**src/rtl/mux2_arbiter.sv**
```systemverilog
// mux2_arbiter
//   Two-channel valid/ready arbiter with a single registered output stage.
//   Under contention the channel that did not win last time gets the grant,
//   so two permanently requesting channels alternate word by word. The
//   registered sel output steers a downstream mux2 data path.
//
// Ports
//   clk, rst_n           : clock, asynchronous active-low reset
//   in0_data/valid/ready : channel 0 request interface
//   in1_data/valid/ready : channel 1 request interface
//   out_data/valid/ready : output interface (registered data, sel and valid)
//   sel                  : channel index of the word currently in out_data
//   gnt_cnt0, gnt_cnt1   : saturating 8-bit per-channel grant counters,
//                          present only when MUX2_ARBITER_GNT_CNT_EN is defined
//
// Optional feature macro: MUX2_ARBITER_GNT_CNT_EN

module mux2_arbiter #(
    parameter int WIDTH = 8
) (
    input  logic             clk,
    input  logic             rst_n,
    input  logic [WIDTH-1:0] in0_data,
    input  logic             in0_valid,
    output logic             in0_ready,
    input  logic [WIDTH-1:0] in1_data,
    input  logic             in1_valid,
    output logic             in1_ready,
    output logic [WIDTH-1:0] out_data,
    output logic             out_valid,
    input  logic             out_ready,
    output logic             sel
`ifdef MUX2_ARBITER_GNT_CNT_EN
    ,
    output logic [7:0]       gnt_cnt0,
    output logic [7:0]       gnt_cnt1
`endif
);

    typedef enum logic {
        EMPTY = 1'b0,
        FULL  = 1'b1
    } state_e;

    state_e           state_q, state_d;
    logic [WIDTH-1:0] out_data_q, out_data_d;
    logic             sel_q, sel_d;
    logic             last_sel_q, last_sel_d;

    logic can_load;
    logic fire0, fire1, load;

    // Output stage can take a new word when empty or when being drained now.
    assign can_load = (state_q == EMPTY) || out_ready;

    // A channel's ready is derived only from the other channel's valid and
    // the priority pointer, never from its own valid. Under contention
    // exactly one ready is high; a single requester always sees its ready.
    // Readies are forced low while reset is asserted.
    assign in0_ready = rst_n && can_load && (!in1_valid ||  last_sel_q);
    assign in1_ready = rst_n && can_load && (!in0_valid || !last_sel_q);

    // The ready terms above are mutually exclusive whenever both request,
    // so at most one channel fires per cycle.
    assign fire0 = in0_valid && in0_ready;
    assign fire1 = in1_valid && in1_ready;
    assign load  = fire0 || fire1;

    always_comb begin
        state_d    = state_q;
        out_data_d = out_data_q;
        sel_d      = sel_q;
        last_sel_d = last_sel_q;

        case (state_q)
            EMPTY: if (load) state_d = FULL;
            FULL: begin
                if (load)           state_d = FULL;
                else if (out_ready) state_d = EMPTY;
            end
            default: state_d = EMPTY;
        endcase

        if (load) begin
            out_data_d = fire1 ? in1_data : in0_data;
            sel_d      = fire1;
            last_sel_d = fire1;
        end
    end

    // last_sel resets to 1 so channel 0 wins the first contention.
    always_ff @(posedge clk or negedge rst_n) begin
        if (!rst_n) begin
            state_q    <= EMPTY;
            out_data_q <= '0;
            sel_q      <= 1'b0;
            last_sel_q <= 1'b1;
        end else begin
            state_q    <= state_d;
            out_data_q <= out_data_d;
            sel_q      <= sel_d;
            last_sel_q <= last_sel_d;
        end
    end

    assign out_data  = out_data_q;
    assign out_valid = (state_q == FULL);
    assign sel       = sel_q;

`ifdef MUX2_ARBITER_GNT_CNT_EN
    logic [7:0] gnt_cnt0_q, gnt_cnt0_d;
    logic [7:0] gnt_cnt1_q, gnt_cnt1_d;

    // Counters stick at 255 rather than wrapping.
    always_comb begin
        gnt_cnt0_d = gnt_cnt0_q;
        gnt_cnt1_d = gnt_cnt1_q;
        if (fire0 && (gnt_cnt0_q != 8'hFF)) gnt_cnt0_d = gnt_cnt0_q + 8'd1;
        if (fire1 && (gnt_cnt1_q != 8'hFF)) gnt_cnt1_d = gnt_cnt1_q + 8'd1;
    end

    always_ff @(posedge clk or negedge rst_n) begin
        if (!rst_n) begin
            gnt_cnt0_q <= 8'd0;
            gnt_cnt1_q <= 8'd0;
        end else begin
            gnt_cnt0_q <= gnt_cnt0_d;
            gnt_cnt1_q <= gnt_cnt1_d;
        end
    end

    assign gnt_cnt0 = gnt_cnt0_q;
    assign gnt_cnt1 = gnt_cnt1_q;
`endif

endmodule

```
**config.mk**
```make
export PLATFORM = sky130hd
export DESIGN_NAME = mux2_arbiter
export DESIGN_NICKNAME = d
export VERILOG_FILES = /design/src/rtl/mux2_arbiter.sv
export SDC_FILE = /design/constraint.sdc
export NUM_CORES = 1
export LEC_CHECK = 0
export BUFFER_PORTS_ARGS = -buffer_cell sky130_fd_sc_hd__buf_2
export CORE_MARGIN = 10
export CORE_UTILIZATION = 39
export CTS_CLUSTER_SIZE = 28
export DETAILED_ROUTE_END_ITERATION = 12
export PLACE_DENSITY = 0.73
export SETUP_SLACK_MARGIN = 0.2
export SLEW_MARGIN = 20
export SYNTH_ARGS = -nofsm -noshare
export SYNTH_HDL_FRONTEND = slang
export SYNTH_SLANG_ARGS = --single-unit
```
**constraint.sdc**
```tcl
create_clock -name clk -period 1.2 [get_ports clk]
set_input_delay 0.24 -clock clk [delete_from_list [all_inputs] [get_ports clk]]
set_output_delay 0.24 -clock clk [all_outputs]
set_load 0.05 [all_outputs]
```
==> metrics.md, run 1 <==
| Metric | Value |
|---|---|
| Run status | complete, but fails checks |
| Failing checks | hold timing, setup timing |
| Asr flop ratio synth | 100% |
| Flop-to-flop setup slack | -0.03 ns |
| CP peak stage delay | 0.57 ns |
| Io pins | 33 |
| Top cell type's share of synthesized area | 39.3% |
| Post-route ant nets | 0 |
| Syn avg cell area | 9.65 sq um |
| Main combinational cell family by area after synthesis | compound AO/OA/AOI/OAI gates |
| Final Non-Filler Cells | 135 |
| Worst-Margin Slew | 0.255 ns |
| Drt total wl | 2450 microns |
| Post-Syn Nets | 87 |
| CP Cell Sequence | inv_2 -> a21oi_4 -> buf_6 |
| Vias per cell | 5.76 |
| Critical Path AT | 1.19 ns |
| HPWL Detailed | 1600 microns |
| Buffers on Ports | 32 |
| Setup crit start kind | flop |
| Most common cell after layout, fill and taps aside | buf_2 |
| Post-synthesis xor/xnor area fraction | 0% |
| Chip Width | 60.4 microns |
| Clk buf depth | 2 |
| Max Cap Violations | 0 |
| Placed cell count | 118 |
| Antenna violations before repair | 0 |
| Ys flop type | dfrtp_1 |
| Multiplexer area fraction after synthesis | 0% |
| Fin crit share | 120% |
| Fin Hold WS | -0.00152 ns |
| ANT cells | 0 |
| Vias | 778 |
| Adder-cell share of the synthesized area | 0% |
| Unrepaired setup endpoints after global routing | yes |
| WS Path Type | reg -> out |
| Sequential area share after synthesis | 43.4% |
| Data required time of the worst path | 0.96 ns |
| Inserted Clock Buffers | 3 |
| Largest net degree at the start of global routing | 20 |
| Initial DRC count | 19 |
| Mapped Cells | 66 |
| Worst R2R Path Depth | 3 |
| Overall Global Routing Usage | 12.0% |
| Fin nets | 141 |
| Synth area leader | dfrtp_1 |
| WL/cell | 18.1 microns |
| Vias in the first global route | 750 |
| GP Congestion | 0.730 |
| Simple-Gate Fraction of Synth Area | 14.5% |
| CP Depth | 3 |
| Worst Path Max Fanout | 4 |
| Post-DP Area | 908 sq um |
| Compound-Gate Fraction of Synth Area | 32.8% |
| Final Util | 76.2% |
| RR Endpoint | out_data[6]$_DFFE_PN0P_ |
| Share of post-route cells with drive strength above 1 | 62.2% |
| Fmax | 0.697 GHz |
| Relative slew slack | 82.9% |
| Sink Count | 11 |
| Post-Syn Area | 637 sq um |
| Starting density of the core | 41.8% |
| Remaining global-route overflow | 0 |
| Synth area leaders | dfrtp_1, a31oi_1, o31ai_1, nand4_1, dfstp_2 |
| Fin worst setup slack | -0.234 ns |
| Synth warnings | 0 |
| Critical path's slowest cell | dfstp_2 |
| Most frequent cells in the layout | buf_2, buf_4, a31oi_1 |
| Die area | 0.00365 sq mm |
| Router iterations before antenna repair | 4 |
| Root buf cell | clkbuf_4 |
| VDD IR max | 910 uV |
| Post-route cell area | 0.00116 sq mm |
| Max Clock Skew | 0.000577 ns |
| Pwr dens | 1410 mW/mm^2 |
| Final Hold Viols | 4 |
| CTS clk-pin slew, worst paths | 0.08 ns |
| Number of synthesized register bits | 11 |
| H-tree levels | 1 |
| Final Max Slew Viols | 0 |
| # rows | 14 |
| Final setup viols | 5 |
| Area delta synth->final | 82.3% |
| DRC | 0 |
| EDFF count, synth | 0 |
| RR Startpoint | last_sel_q$_DFFE_PN1P_ |
| Crit-path leading delay family | flip-flops |
| Leakage power | 0.527 nW |
| Hold Crit Class | in -> async |
| CP endpoint kind | output port |
| Cell variety after synth | 20 |
| Buf/Inv on CP | 2 |
| CTS tree | yes |
| CP endpoint | in0_ready |
| Die Ht | 60.4 microns |
| First-pass GRT wire length | 3410 microns |
| Clock Latency Late Sink | 0.28 ns |
| Hold buffers post-CTS | 0 |
| Core Area | 0.00152 sq mm |
| Critical path startpoint | last_sel_q$_DFFE_PN1P_ |
| Minimum clock period after layout | 1.43 ns |
==> cell usage after synthesis (2+ instances only) <==
| library cell | number |
|---|---|
| buf_2 | 5 |
| o31ai_1 | 8 |
| inv_1 | 2 |
| nand4_1 | 8 |
| nand2_1 | 2 |
| a21oi_1 | 2 |
| a31oi_1 | 16 |
| buf_6 | 2 |
| dfrtp_1 | 10 |
==> cell families (layout without fill, tap and decap cells) <==
group / count (synthesis) / after routing
AOI/OAI and AO/OA: 30 / 30
and+or+nand+nor: 15 / 16
DFF: 11 / 11
buffers and inverters: 10 / 62
==> worst register-to-register path: cells and delay by family (launching register included) <==
family	cells	cell delay (ns)
DFF	1	0.57
AOI/OAI and AO/OA	3	0.58
==> stage by stage <==
stage / total power [mW] / setup TNS, ns / setup slack [ns] / hold slack (ns)
2_1_floorplan: 0.943 / -0.953 / -0.330 / -0.0556
3_3_place_gp: 1.12 / -0.843 / -0.0885 / 0.278
3_5_place_dp: 1.13 / -1.12 / -0.123 / 0.292
4_1_cts: 1.55 / -1.23 / -0.215 / 0.00458
5_1_grt: 1.71 / -0.942 / -0.264 / -0.00464
6_report: 1.64 / -0.513 / -0.234 / -0.00152
==> report_power, final <==
group,switching [mW],total [mW],internal (mW)
Sequential,0.0576,0.502,0.445
Clock,0.153,0.281,0.129
Combinational,0.483,0.858,0.375
Total,0.693,1.64,0.948
==> registers in the layout (all words and copies together) (netlist names) <==
signal / flops
sel: 1
last_sel_q: 1
out_data: 8
out_valid: 1
==> area by class of cell <==
type / count / area [sq um]
Clock buffer: 4 / 26.3
Fill cell: 111 / 363
Inverter: 2 / 7.51
Multi-Input combinational cell: 46 / 388
Sequential cell: 11 / 278
Tap cell: 16 / 20.0
Timing Repair Buffer: 56 / 442
==> worst min path at each step <==
stage / from / to / cells past startpoint / slack [ns]
3_5_place_dp: rst_n / out_valid$_DFF_PN0_ / 2 / 0.29
4_1_cts: rst_n / out_valid$_DFF_PN0_ / 2 / 0.005
2_1_floorplan: rst_n / out_data[0]$_DFFE_PN0P_ / 0 / -0.06
5_1_grt: rst_n / sel$_DFFE_PN0P_ / 2 / -0.005
6_report: rst_n / out_data[2]$_DFFE_PN0P_ / 2 / -0.002
3_3_place_gp: rst_n / out_valid$_DFF_PN0_ / 2 / 0.28
==> timing repair <==
item	CTS	global route
pin swaps	1	2
setup endpoints to repair	23	23
gates resized for setup	33	7
gates cloned	3	0
setup buffers	5	5
==> routing by layer <==
| metal | up-vias | part of all wire [%] | global-route usage, % |
|---|---|---|---|
| li1 | 372 | - | - |
| met1 | 378 | 39 | 14.2 |
| met2 | 26 | 52 | 19.7 |
| met3 | 2 | 7.7 | 4.18 |
| met4 | 0 | 0.61 | 4.08 |
| met5 | - | 0 | 0 |
Note: power is estimated with default switching activity, not from simulation.
==> run 2, diff against run 1 <==
CORE_UTILIZATION = 46   (was 39)
PLACE_DENSITY = 0.81   (was 0.73)
clock period = 1.75 ns   (was 1.2 ns; I/O delays follow)
==> metrics.md, run 2 (synthesized netlist as in run 1, its figures left out) <==
| Metric | Value |
|---|---|
| Die Ht | 57.2 microns |
| Tot Pwr | 0.941 mW |
| Placed cell count | 109 |
| GRT met3 Usage | 5.31% |
| CP endpoint kind | output port |
| Fin crit share | 86.4% |
| Pwr dens | 1030 mW/mm^2 |
| First-pass GRT wire length | 3290 microns |
| HPWL Detailed | 1470 microns |
| Hold Crit Class | in -> async |
| Clock Latency Late Sink | 0.26 ns |
| Starting density of the core | 48.9% |
| Max reg flops | 8 |
| Worst Path Max Fanout | 2 |
| Initial DRC count | 22 |
| RR Startpoint | out_valid$_DFF_PN0_ |
| Data required time of the worst path | 1.40 ns |
| Vias in the first global route | 678 |
| # fillers | 117 |
| Most common cell after layout, fill and taps aside | buf_2 |
| Worst R2R Path Depth | 5 |
| Leakage power | 0.406 nW |
| Reg area | 278 sq um |
| Multi-input logic area | 348 sq um |
| Remaining global-route overflow | 0 |
| Router iterations before antenna repair | 4 |
| GP Congestion | 0.743 |
| Buffers on Ports | 32 |
| Run status | finished clean |
| DRC | 0 |
| Most frequent cells in the layout | buf_2, a31oi_1, dfrtp_1 |
| WL/cell | 17.7 microns |
| Final Max Slew Viols | 0 |
| Flop-to-flop setup slack | 0.37 ns |
| Inserted Clock Buffers | 3 |
| Minimum clock period after layout | 1.51 ns |
| VDD IR max | 729 uV |
| CTS tree | yes |
| # rows | 13 |
| Clk buf depth | 2 |
| Chip Width | 57.2 microns |
| Final setup TNS | 0 ns |
| WS Path Type | reg -> out |
| Post-route ant nets | 0 |
| Fin worst setup slack | 0.238 ns |
| CTS clk-pin slew, worst paths | 0.07 ns |
| Core Area | 0.00130 sq mm |
| Overall Global Routing Usage | 12.0% |
| Largest net degree at the start of global routing | 25 |
| Worst-Margin Slew | 0.350 ns |
| Unrepaired setup endpoints after global routing | no |
| Die area | 0.00327 sq mm |
| Drt total wl | 2070 microns |
| Critical Path AT | 1.16 ns |
| Relative slew slack | 76.7% |
| Max Clock Skew | 0.00320 ns |
| Io pins | 33 |
| M1 GR Usage | 14.3% |
| Most Crowded Layer GR | met2 |
| Sink Count | 11 |
| Vias | 707 |
| Pre-CTS setup slack | 0.272 ns |
| Share of post-route cells with drive strength above 1 | 50.0% |
| RR Endpoint | out_data[0]$_DFFE_PN0P_ |
| ANT cells | 0 |
| Final Hold Viols | 0 |
| Antenna violations before repair | 0 |
| Final setup viols | 0 |
| GR Layer Usage met2 | 19.1% |
| Root buf cell | clkbuf_4 |
| Final Non-Filler Cells | 117 |
| Area delta synth->final | 44.0% |
| Fin nets | 124 |
| Max Cap Violations | 0 |
| Vias per cell | 6.04 |
| Fmax | 0.662 GHz |
| Setup crit start kind | flop |
| H-tree levels | 1 |
## run 2: worst max-delay path by stage
| stage | to | slack (ns) | depth (start not counted) | start |
|---|---|---|---|---|
| 5_1_grt | in1_ready | 0.19 | 4 | out_valid$_DFF_PN0_ |
| 4_1_cts | in1_ready | 0.21 | 4 | out_valid$_DFF_PN0_ |
| 6_report | in0_ready | 0.24 | 3 | last_sel_q$_DFFE_PN1P_ |
| 3_5_place_dp | in0_ready | 0.27 | 5 | out_ready |
| 2_1_floorplan | in0_ready | 0.11 | 5 | out_valid$_DFF_PN0_ |
| 3_3_place_gp | in1_ready | 0.28 | 5 | out_ready |
## run 2: what timing repair did
action	CTS	global route
setup buffers	1	2
hold endpoints to repair	2	0
pin swaps	0	2
endpoints found under the setup margin	2	2
cloned	0	0
hold buffers	1	0
gates resized for setup	4	3
## run 2: power breakdown
part / switching (mW) / total [mW] / internal, mW
sequential: 0.0275 / 0.332 / 0.304
combinational: 0.303 / 0.437 / 0.134
clock: 0.0842 / 0.172 / 0.0880
## run 2: metrics by stage
stage	hold slack, ns	cell area, sq um	utilization (%)
floorplan	0.0544	693	-
global placement	0.209	835	64.1
detailed placement	0.215	835	64.1
CTS	0.208	895	68.8
global route	0.226	917	70.5
finish	0.227	917	70.5
## run 2: area by class of cell
| cell class | count | area share (%) |
|---|---|---|
| Clock buffer | 4 | 2.86 |
| Multi-Input combinational cell | 45 | 37.9 |
| Timing Repair Buffer | 40 | 26.1 |
| Tap cell | 15 | 2.05 |
| Inverter | 2 | 0.819 |
| Sequential cell | 11 | 30.3 |
## run 2: per-layer routing
layer | share of wire (%) | routed length [microns]
met3 | 10 | 212
met1 | 42 | 877
met2 | 47 | 985
met5 | 0 | 0
met4 | 0 | 0
## run 2: worst max-delay path, cell delays in order, from the launching register on
cell and delay [ns]:
dfstp_2 0.55, inv_2 0.05, a21oi_4 0.15, buf_8 0.16
==> run 3, diff against run 2 <==
ABC_AREA = 1   (was default)
==> metrics.md, run 3 <==
| Metric | Value |
|---|---|
| Starting density of the core | 48.6% |
| CTS clk-pin slew, worst paths | 0.07 ns |
| HPWL Detailed | 1350 microns |
| CTS tree | yes |
| WS Path Type | reg -> out |
| Synth area leader | dfrtp_1 |
| Mapped Cells | 85 |
| Reg area | 278 sq um |
| Fin worst setup slack | 0.159 ns |
| Drt total wl | 1750 microns |
| Final Util | 69.0% |
| Inserted Clock Buffers | 3 |
| CP endpoint kind | output port |
| Buffers on Ports | 32 |
| Post-route ant nets | 0 |
| Pre-CTS setup slack | 0.275 ns |
| Minimum clock period after layout | 1.59 ns |
| # rows | 13 |
| Fmax | 0.628 GHz |
| Pint | 0.500 mW |
| Top cell type's share of synthesized area | 39.6% |
| # fillers | 119 |
| Synth top cells by count | nand2_1, inv_1, dfrtp_1 |
| Sequential area share after synthesis | 43.8% |
| Asr flop ratio synth | 100% |
| Relative slew slack | 77.8% |
| Seq pwr share | 36.8% |
| Core Area | 0.00130 sq mm |
| DRC | 0 |
| Fin crit share | 90.9% |
| Synth warnings | 0 |
| NetSw | 0.405 mW |
| Clock share of power | 19.8% |
| Clock Latency Late Sink | 0.28 ns |
| Critical Path AT | 1.24 ns |
| Comb power frac | 43.4% |
| Chip Width | 57.1 microns |
| Root buf cell | clkbuf_4 |
| First-pass GRT wire length | 2820 microns |
| Ys flop type | dfrtp_1 |
| Worst-Margin Slew | 0.331 ns |
| Cell variety after synth | 15 |
| Multi-input logic area | 289 sq um |
| Unrepaired setup endpoints after global routing | yes |
| Fin nets | 146 |
| Number of synthesized register bits | 11 |
| EDFF count, synth | 0 |
| Remaining global-route overflow | 0 |
| CP peak stage delay | 0.43 ns |
| Hold Crit Class | in -> async |
| VDD IR max | 520 uV |
| Setup crit start kind | flop |
| Leakage power | 0.553 nW |
| Clk buf depth | 2 |
| Buf/Inv on CP | 2 |
| Post-Syn Nets | 106 |
| Data required time of the worst path | 1.40 ns |
| Crit-path leading delay family | flip-flops |
| Area delta synth->final | 42.2% |
| Final setup viols | 0 |
| Final setup TNS | 0 ns |
| Cell mode on critical path | a21oi_4 |
| Syn avg cell area | 7.43 sq um |
| Synth area leaders | dfrtp_1, nand2_1, inv_1, nand4_1, nand3_1 |
| CP Cell Sequence | a21oi_4 -> inv_4 -> a21oi_4 -> buf_6 |
| Router iterations before antenna repair | 4 |
| Vias in the first global route | 633 |
| Final Max Slew Viols | 0 |
| Vias | 652 |
| Largest net degree at the start of global routing | 13 |
| Critical path's slowest cell | dfrtp_2 |
| ANT cells | 0 |
| Run status | finished clean |
| Overall Global Routing Usage | 10.4% |
| Max reg flops | 8 |
| H-tree levels | 1 |
| Hold buffers post-CTS | 0 |
| Max Clock Skew | 0.00615 ns |
| Vias per cell | 4.69 |
| Pwr dens | 1010 mW/mm^2 |
| Most common cell after layout, fill and taps aside | buf_2 |
| Max Cap Violations | 0 |
| Post-Syn Area | 632 sq um |
| WL/cell | 12.6 microns |
| Initial DRC count | 19 |
| Io pins | 33 |
| Share of post-route cells with drive strength above 1 | 39.5% |
| Die area | 0.00326 sq mm |
| Worst Path Max Fanout | 3 |
| GP Congestion | 0.766 |
| Most common cell in the netlist | nand2_1 |
| Antenna violations before repair | 0 |
| Sink Count | 11 |
| Switching Share | 44.8% |
| Die Ht | 57.1 microns |
| Most frequent cells in the layout | buf_2, nand2_1, inv_1 |
| Final Hold Viols | 0 |
-- run 3: cell types whose count changed after synthesis, sizes merged, moves of 2 or more --
| cell | change |
|---|---|
| a31oi | -16 |
| buf | -7 |
| inv | +19 |
| nand2 | +27 |
| nand3 | +7 |
| nor2 | +2 |
| o31ai | -8 |
-- run 3: layout make-up --
cell class | instances | area share, %
flip-flops and latches | 11 | 30.9
inverters | 21 | 9.33
well taps | 15 | 2.09
multi-input cells | 52 | 32.2
repair buffers | 36 | 22.6
clock buffers | 4 | 2.92
-- run 3: per-layer routing --
layer  global-route usage [%]  wire, microns  vias up
li1                         -              -      346
met1                     11.4            732      284
met2                     17.2            856       20
met3                     4.87            135        2
met4                     4.03             24        0
met5                        0              0        -
-- run 3: kinds of logic after synthesis --
group | Yosys count | share of synthesized area (%)
buffers and inverters | 22 | 14.1
DFF | 11 | 43.8
and+or+nand+nor | 48 | 37.2
AOI/OAI and AO/OA | 4 | 4.95
-- run 3: worst paths after layout --
check,start,to,slack [ns],cells after the start
setup / recovery,out_valid$_DFF_PN0_,in0_ready,0.16,4
hold / removal,rst_n,out_data[1]$_DFFE_PN0P_,0.01,2
setup reg to reg,out_valid$_DFF_PN0_,out_data[5]$_DFFE_PN0P_,0.56,6
hold reg to reg,sel$_DFFE_PN0P_,sel$_DFFE_PN0P_,0.47,2
max in group asynchronous,rst_n,last_sel_q$_DFFE_PN1P_,1.50,2
min in group clk,in0_data[4],out_data[4]$_DFFE_PN0P_,0.37,5
-- run 3: power groups by stage --
stage	clock network, mW	logic [mW]	registers [mW]
3_5_place_dp	0	0.386	0.337
3_3_place_gp	0	0.383	0.335
6_report	0.179	0.393	0.333
4_1_cts	0.182	0.397	0.333
5_1_grt	0.189	0.419	0.339
2_1_floorplan	0	0.126	0.486
-- run 3: metrics by stage --
| stage | std cells | cell area, sq um | total power, mW | hold WS (ns) |
|---|---|---|---|---|
| 2_1_floorplan | 85 | 656 | 0.612 | 0.0544 |
| 3_3_place_gp | 134 | 852 | 0.718 | 0.307 |
| 3_5_place_dp | 134 | 852 | 0.724 | 0.312 |
| 4_1_cts | 139 | 898 | 0.913 | 0.0151 |
| 5_1_grt | 139 | 898 | 0.947 | 0.0191 |
| 6_report | 139 | 898 | 0.905 | 0.00971 |
-- run 3: what timing repair did --
action,CTS,global route
setup endpoints to repair,2,2
setup buffers,1,0
pin swaps,0,0
gates resized for setup,4,0
